[config.mk]
export PLATFORM = sky130hd
export DESIGN_NAME = vx_ibuffer_sched
export DESIGN_NICKNAME = d
export VERILOG_FILES = /design/src/rtl/vx_ibuffer_sched.sv
export SDC_FILE = /design/constraint.sdc
export NUM_CORES = 1
export LEC_CHECK = 0
export BUFFER_PORTS_ARGS = -buffer_cell sky130_fd_sc_hd__buf_2
export CAP_MARGIN = 40
export CORE_MARGIN = 2
export CORE_UTILIZATION = 60
export CTS_BUF_LIST = sky130_fd_sc_hd__clkbuf_2 sky130_fd_sc_hd__clkbuf_4 sky130_fd_sc_hd__clkbuf_8
export CTS_CLUSTER_DIAMETER = 200
export DETAILED_ROUTE_END_ITERATION = 6
export GPL_TIMING_DRIVEN = 0
export MAX_ROUTING_LAYER = met4
export PLACE_DENSITY = 0.9
export SYNTH_ARGS = -nofsm -noshare
export SYNTH_HDL_FRONTEND = slang
export SYNTH_SLANG_ARGS = --single-unit
export TNS_END_PERCENT = 30
[constraint.sdc]
create_clock -name clk -period 6.9 [get_ports clk]
set_input_delay 0.345 -clock clk [delete_from_list [all_inputs] [get_ports clk]]
set_output_delay 0.345 -clock clk [all_outputs]
set_load 0.05 [all_outputs]
[src/rtl/vx_ibuffer_sched.sv]
// Issue-side scheduler for the per-warp instruction buffer: occupancy tracking,
// enqueue gating and greedy-then-round-robin warp selection with starvation override.

module vx_ibuffer_sched_chk (
    input  logic clk,
    input  logic reset,
    input  logic issue_fire,
    input  logic issue_cnt_zero
);

    // Firing an offer on an empty warp would underflow its count.
    a_no_empty_issue: assert property (@(posedge clk) disable iff (reset)
        !(issue_fire && issue_cnt_zero));

endmodule

module vx_ibuffer_sched #(
    parameter int NUM_WARPS    = 4,
    parameter int IBUF_SIZE    = 2,
    parameter int STARVE_LIMIT = 7,
    localparam int NW_BITS     = $clog2(NUM_WARPS),
    localparam int CNTW        = $clog2(IBUF_SIZE + 1),
    localparam int AGEW        = $clog2(STARVE_LIMIT + 1)
) (
    input  logic               clk,
    input  logic               reset,
    input  logic               enq_valid,
    input  logic [NW_BITS-1:0] enq_wid,
    output logic               enq_ready,
    input  logic [NUM_WARPS-1:0] stall_mask,
    output logic               issue_valid,
    output logic [NW_BITS-1:0] issue_wid,
    input  logic               issue_ready,
    output logic [NUM_WARPS-1:0] nonempty,
    output logic               starve_event
);

    localparam logic [CNTW-1:0] CNT_ZERO = {CNTW{1'b0}};
    localparam logic [CNTW-1:0] CNT_ONE  = CNTW'(1);
    localparam logic [CNTW-1:0] CNT_FULL = CNTW'(IBUF_SIZE);
    localparam logic [AGEW-1:0] AGE_ZERO = {AGEW{1'b0}};
    localparam logic [AGEW-1:0] AGE_ONE  = AGEW'(1);
    localparam logic [AGEW-1:0] AGE_MAX  = AGEW'(STARVE_LIMIT);

    logic [CNTW-1:0]      cnt_r      [NUM_WARPS];
    logic [CNTW-1:0]      cnt_next_s [NUM_WARPS];
    logic [AGEW-1:0]      age_r      [NUM_WARPS];
    logic [AGEW-1:0]      age_next_s [NUM_WARPS];
    logic [NW_BITS-1:0]   last_r;
    logic                 issue_valid_r;
    logic [NW_BITS-1:0]   issue_wid_r;
    logic [NUM_WARPS-1:0] nonempty_r;
    logic                 starve_event_r;

    logic                 enq_fire_s;
    logic                 issue_fire_s;
    logic [NUM_WARPS-1:0] enq_hit_s;
    logic [NUM_WARPS-1:0] deq_hit_s;
    logic [NUM_WARPS-1:0] elig_s;
    logic                 load_s;
    logic                 any_elig_s;
    logic                 starve_hit_s;
    logic [NW_BITS-1:0]   starve_wid_s;
    logic [NW_BITS-1:0]   rr_idx_s;
    logic [NW_BITS-1:0]   rr_wid_s;
    logic [NW_BITS-1:0]   sel_s;
    logic [NUM_WARPS-1:0] grant_s;
    logic [NUM_WARPS-1:0] offered_s;

    assign enq_ready    = (cnt_r[enq_wid] != CNT_FULL);
    assign issue_valid  = issue_valid_r;
    assign issue_wid    = issue_wid_r;
    assign nonempty     = nonempty_r;
    assign starve_event = starve_event_r;

    // Next occupancy per warp and the resulting eligibility.
    always_comb begin
        enq_fire_s   = enq_valid && enq_ready;
        issue_fire_s = issue_valid_r && issue_ready;
        for (int w = 0; w < NUM_WARPS; w++) begin
            enq_hit_s[w] = enq_fire_s && (enq_wid == NW_BITS'(w));
            deq_hit_s[w] = issue_fire_s && (issue_wid_r == NW_BITS'(w));
            case ({enq_hit_s[w], deq_hit_s[w]})
                2'b10:   cnt_next_s[w] = cnt_r[w] + CNT_ONE;
                2'b01:   cnt_next_s[w] = cnt_r[w] - CNT_ONE;
                default: cnt_next_s[w] = cnt_r[w];
            endcase
            elig_s[w] = (cnt_next_s[w] != CNT_ZERO) && !stall_mask[w];
        end
    end

    // Warp selection: starving warp first, then the last grant, then round-robin.
    always_comb begin
        load_s       = !issue_valid_r || issue_fire_s;
        any_elig_s   = |elig_s;
        starve_hit_s = 1'b0;
        starve_wid_s = {NW_BITS{1'b0}};
        // Descending scans so the lowest index / nearest RR distance wins.
        for (int w = NUM_WARPS - 1; w >= 0; w--) begin
            starve_wid_s = (elig_s[w] && (age_r[w] == AGE_MAX)) ? NW_BITS'(w) : starve_wid_s;
            starve_hit_s = starve_hit_s || (elig_s[w] && (age_r[w] == AGE_MAX));
        end
        rr_idx_s = last_r;
        rr_wid_s = last_r;
        for (int k = NUM_WARPS - 1; k >= 1; k--) begin
            rr_idx_s = last_r + NW_BITS'(k);
            rr_wid_s = elig_s[rr_idx_s] ? rr_idx_s : rr_wid_s;
        end
        if (starve_hit_s) begin
            sel_s = starve_wid_s;
        end else if (elig_s[last_r]) begin
            sel_s = last_r;
        end else begin
            sel_s = rr_wid_s;
        end
    end

    // Age counts cycles a warp is eligible but not on offer.
    always_comb begin
        for (int w = 0; w < NUM_WARPS; w++) begin
            grant_s[w]   = load_s && any_elig_s && (sel_s == NW_BITS'(w));
            offered_s[w] = issue_valid_r && (issue_wid_r == NW_BITS'(w));
            if (grant_s[w] || !elig_s[w]) begin
                age_next_s[w] = AGE_ZERO;
            end else if (!offered_s[w]) begin
                age_next_s[w] = (age_r[w] == AGE_MAX) ? AGE_MAX : age_r[w] + AGE_ONE;
            end else begin
                age_next_s[w] = age_r[w];
            end
        end
    end

    // State registers and registered outputs.
    always_ff @(posedge clk) begin
        if (reset) begin
            for (int w = 0; w < NUM_WARPS; w++) begin
                cnt_r[w] <= CNT_ZERO;
                age_r[w] <= AGE_ZERO;
            end
            last_r         <= NW_BITS'(NUM_WARPS - 1);
            issue_valid_r  <= 1'b0;
            issue_wid_r    <= {NW_BITS{1'b0}};
            nonempty_r     <= {NUM_WARPS{1'b0}};
            starve_event_r <= 1'b0;
        end else begin
            for (int w = 0; w < NUM_WARPS; w++) begin
                cnt_r[w]      <= cnt_next_s[w];
                age_r[w]      <= age_next_s[w];
                nonempty_r[w] <= (cnt_next_s[w] != CNT_ZERO);
            end
            if (load_s) begin
                issue_valid_r  <= any_elig_s;
                starve_event_r <= any_elig_s && starve_hit_s;
            end else begin
                starve_event_r <= 1'b0;
            end
            if (load_s && any_elig_s) begin
                issue_wid_r <= sel_s;
                last_r      <= sel_s;
            end else begin
                issue_wid_r <= issue_wid_r;
                last_r      <= last_r;
            end
        end
    end

    vx_ibuffer_sched_chk u_chk (
        .clk            (clk),
        .reset          (reset),
        .issue_fire     (issue_fire_s),
        .issue_cnt_zero (cnt_r[issue_wid_r] == CNT_ZERO)
    );

endmodule
==> flow_summary.toml <==
[worst_setup_path]
reg2reg_slack_ns = 3.26
worst_path_max_delay_cell = "o41ai_2"
critPathCapture = "age_r[1][1]$_SDFFE_PP0N_"
path_buf_inv = 0
cp_max_fo = 7
critPathLaunchType = "register"
r2r_cells = 11
r2r-end = "age_r[1][1]$_SDFFE_PP0N_"
crit_type = "register to register"
end_kind = "register"
path_cells = "nor2b_1 > a221oi_1 > nand3b_1 > ha_1 > nor3b_1 > a211oi_2 > o41ai_2 > nor4b_1 > a21oi_2 > a31oi_1 > nor4_1"
cp_top_family = "compound AO/OA/AOI/OAI gates"
r2r_start = "cnt_r[2][1]$_SDFF_PP0_"
path_depth = 11
crit_required_ns = 7.13
worst_path_largest_cell_delay_ns = 0.75
worstPathArrival_ns = 3.87
crit_start = "cnt_r[2][1]$_SDFF_PP0_"

[cells_and_area]
seq_area_um2 = 600.6
layout_commonest_cell = "dfxtp_1"
area_delta_synth_final_pct = 9.939
nFillCells = 240
n_antenna_cell = 0
fin_nets = 250
multi_input_area_um2 = 1202
drive_gt1_share_pct = 18.53
finish.utilization_pct = 67.86
most-common-layout-cells = "30 x dfxtp_1, 21 x nor2_1, 18 x buf_2"

[cts]
clockRootBuffer = "clkbuf_4"
clockBufferDepth = 2
post_cts_buffers = 0
clock-sinks = 30
hold_buffers = 0
clk_latency_ns = 0.33
cts_buffers = 5
cts_tree = "done"
htreeDepth = 2
cts.clk_slew.worst_paths_ns = 0.09
post_cts_resized = 0

[yosys]
ys_types = 50
ys_ff_latch = 30
postSynthAreaPerCell_um2 = 8.879
synthesis.area_um2 = 1838
synth-seq-area-share_pct = 32.68
syn_nets = 225
synth-main-ff-cell = "dfxtp_1"
synth_area_leaders = "dfxtp_1 33%, ha_1 5.4%, nor4_1 4.8%, nor2_1 4.3%, a21oi_1 3.5%"
synth-edff-count = 0
netlist_instances = 207
async_flop_share_pct = 0
yosysTopAreaCell = "dfxtp_1"
yosysWarnings = 0
yosysTopAreaCellShare_pct = 32.68

[floorplan]
num_rows = 20
die_h_um = 59.35
io_pins = 19
start_util_pct = 61.72
die_area_um2 = 3522
die_w_um = 59.35
core_um2 = 2978

[placement]
hpwlAfterDp_um = 3181
portBuffers = 17
globalplace.congestion = 0.9136

[grt]
grt_pass1_vias = 1571
grt_pass1_wl_um = 7003
antenna_found_initial = 0
grt_max_degree = 11
grt_overflow = 0
grt_util_all_layers_pct = 27.00

[power_and_ir_drop]
p_per_area_nw_per_um2 = 258.7
peakVddDrop_mv = 0.1823
p_leak_uw = 0.0007765

[status]
status = "completed"

[min_path]
hold_start = "issue_ready"
hold_class = "primary input to register"

[timing]
fin_tns_setup_ns = 0
rsz0062_at_grt = "false"
final_max_slew_viol_count = 0
fmax_mhz = 274.6
finalSetupViolCount = 0
clock_skew_ns = 0.006706
period_minus_slack_ns = 3.641
finalCritPeriodShare_pct = 52.77
worst_slew_pin_slew_ns = 0.8591
relSlewSlack_pct = 42.58
hold_viol = 0

[routing]
drtIter0Drc = 86
ant_nets = 0
avgViaCountPerCell = 6.585
vias = 1745
drt_first_pass_iters = 4
drc_errors = 0
wl_um = 4185
wire_per_inst_um = 15.79

[run]
cap_violations = 0
## per-stage QoR
stage               hold WS (ns)  area, um^2  worst slack (ns)  instances  total power [uW]
floorplan                 0.4858        1838             3.481        207             376.0
global placement          0.4956        1964             3.352        257             417.3
detailed placement        0.5115        1968             3.280        258             420.8
CTS                       0.4243        2021             3.278        265             521.6
global route              0.4564        2021             2.987        265             554.4
finish                    0.4342        2021             3.259        265             522.7
## how the worst min path moves through the flow
| stage | to | slack (ns) | cells past startpoint |
|---|---|---|---|
| after CTS | issue_valid$_SDFFE_PP0N_ | 0.42 | 4 |
| after floorplan | age_r[2][2]$_SDFFE_PP0N_ | 0.49 | 2 |
| after detailed placement | age_r[3][2]$_SDFFE_PP0N_ | 0.51 | 2 |
| after global routing | age_r[1][0]$_SDFFE_PP0N_ | 0.46 | 3 |
| after global placement | age_r[2][2]$_SDFFE_PP0N_ | 0.50 | 2 |
| final | issue_valid$_SDFFE_PP0N_ | 0.43 | 4 |
## power by group
part | total (uW) | internal [uW] | switching (uW)
clock network | 102 | 46.2 | 55.7
logic | 207 | 71.6 | 136
registers | 214 | 192 | 21.7
## cell families (layout without fill, tap and decap cells)
kind of cell,after synthesis,in the layout,synth area share [%]
XOR/XNOR,12,12,6.127
flip-flops,30,30,32.68
adder cells (fa/ha/maj),8,8,5.446
buffers and inverters,9,34,1.905
AO/OA/AOI/OAI,58,58,24.71
AND/OR/NAND/NOR,90,90,29.14
## layout make-up
class                           instances  area share, %
Buffer                                  5         0.9907
Clock buffer                            7          2.601
Inverter                                4         0.7430
Multi-Input combinational cell        168          59.50
Sequential cell                        30          29.72
Tap cell                               33          2.043
Timing Repair Buffer                   18          4.396
## synth_stat cells (4+ instances only)
cell,count
ha_1,8
nor2b_1,6
clkbuf_1,4
dfxtp_1,30
inv_1,4
a211o_1,4
nor2_1,21
o21ai_0,10
nand3b_1,6
nand2_1,12
xor2_1,5
xnor2_1,6
nand3_1,7
a21oi_1,13
nor3_1,4
nor4_1,14
## sequential cells by signal (all words and copies together) (netlist names)
signal,count
issue_valid,1
age_r,12
starve_event,1
last_r,2
issue_wid,2
cnt_r,8
nonempty,4
## worst reg2reg max path: stages (launching register included)
cell	delay (ns)
dfxtp_1	0.38
nor2b_1	0.15
a221oi_1	0.44
nand3b_1	0.13
ha_1	0.36
nor3b_1	0.38
a211oi_2	0.17
o41ai_2	0.75
nor4b_1	0.17
a21oi_2	0.24
a31oi_1	0.11
nor4_1	0.26
## routing by layer
metal | vias up | wire [um] | GRT usage (%)
met1 | 810 | 1911 | 31.95
li1 | 863 | - | -
met5 | - | 0 | -
met3 | 10 | 239 | 6.114
met2 | 62 | 1956 | 44.90
met4 | 0 | 77 | 9.091
Power figures use the tool's default switching activity.
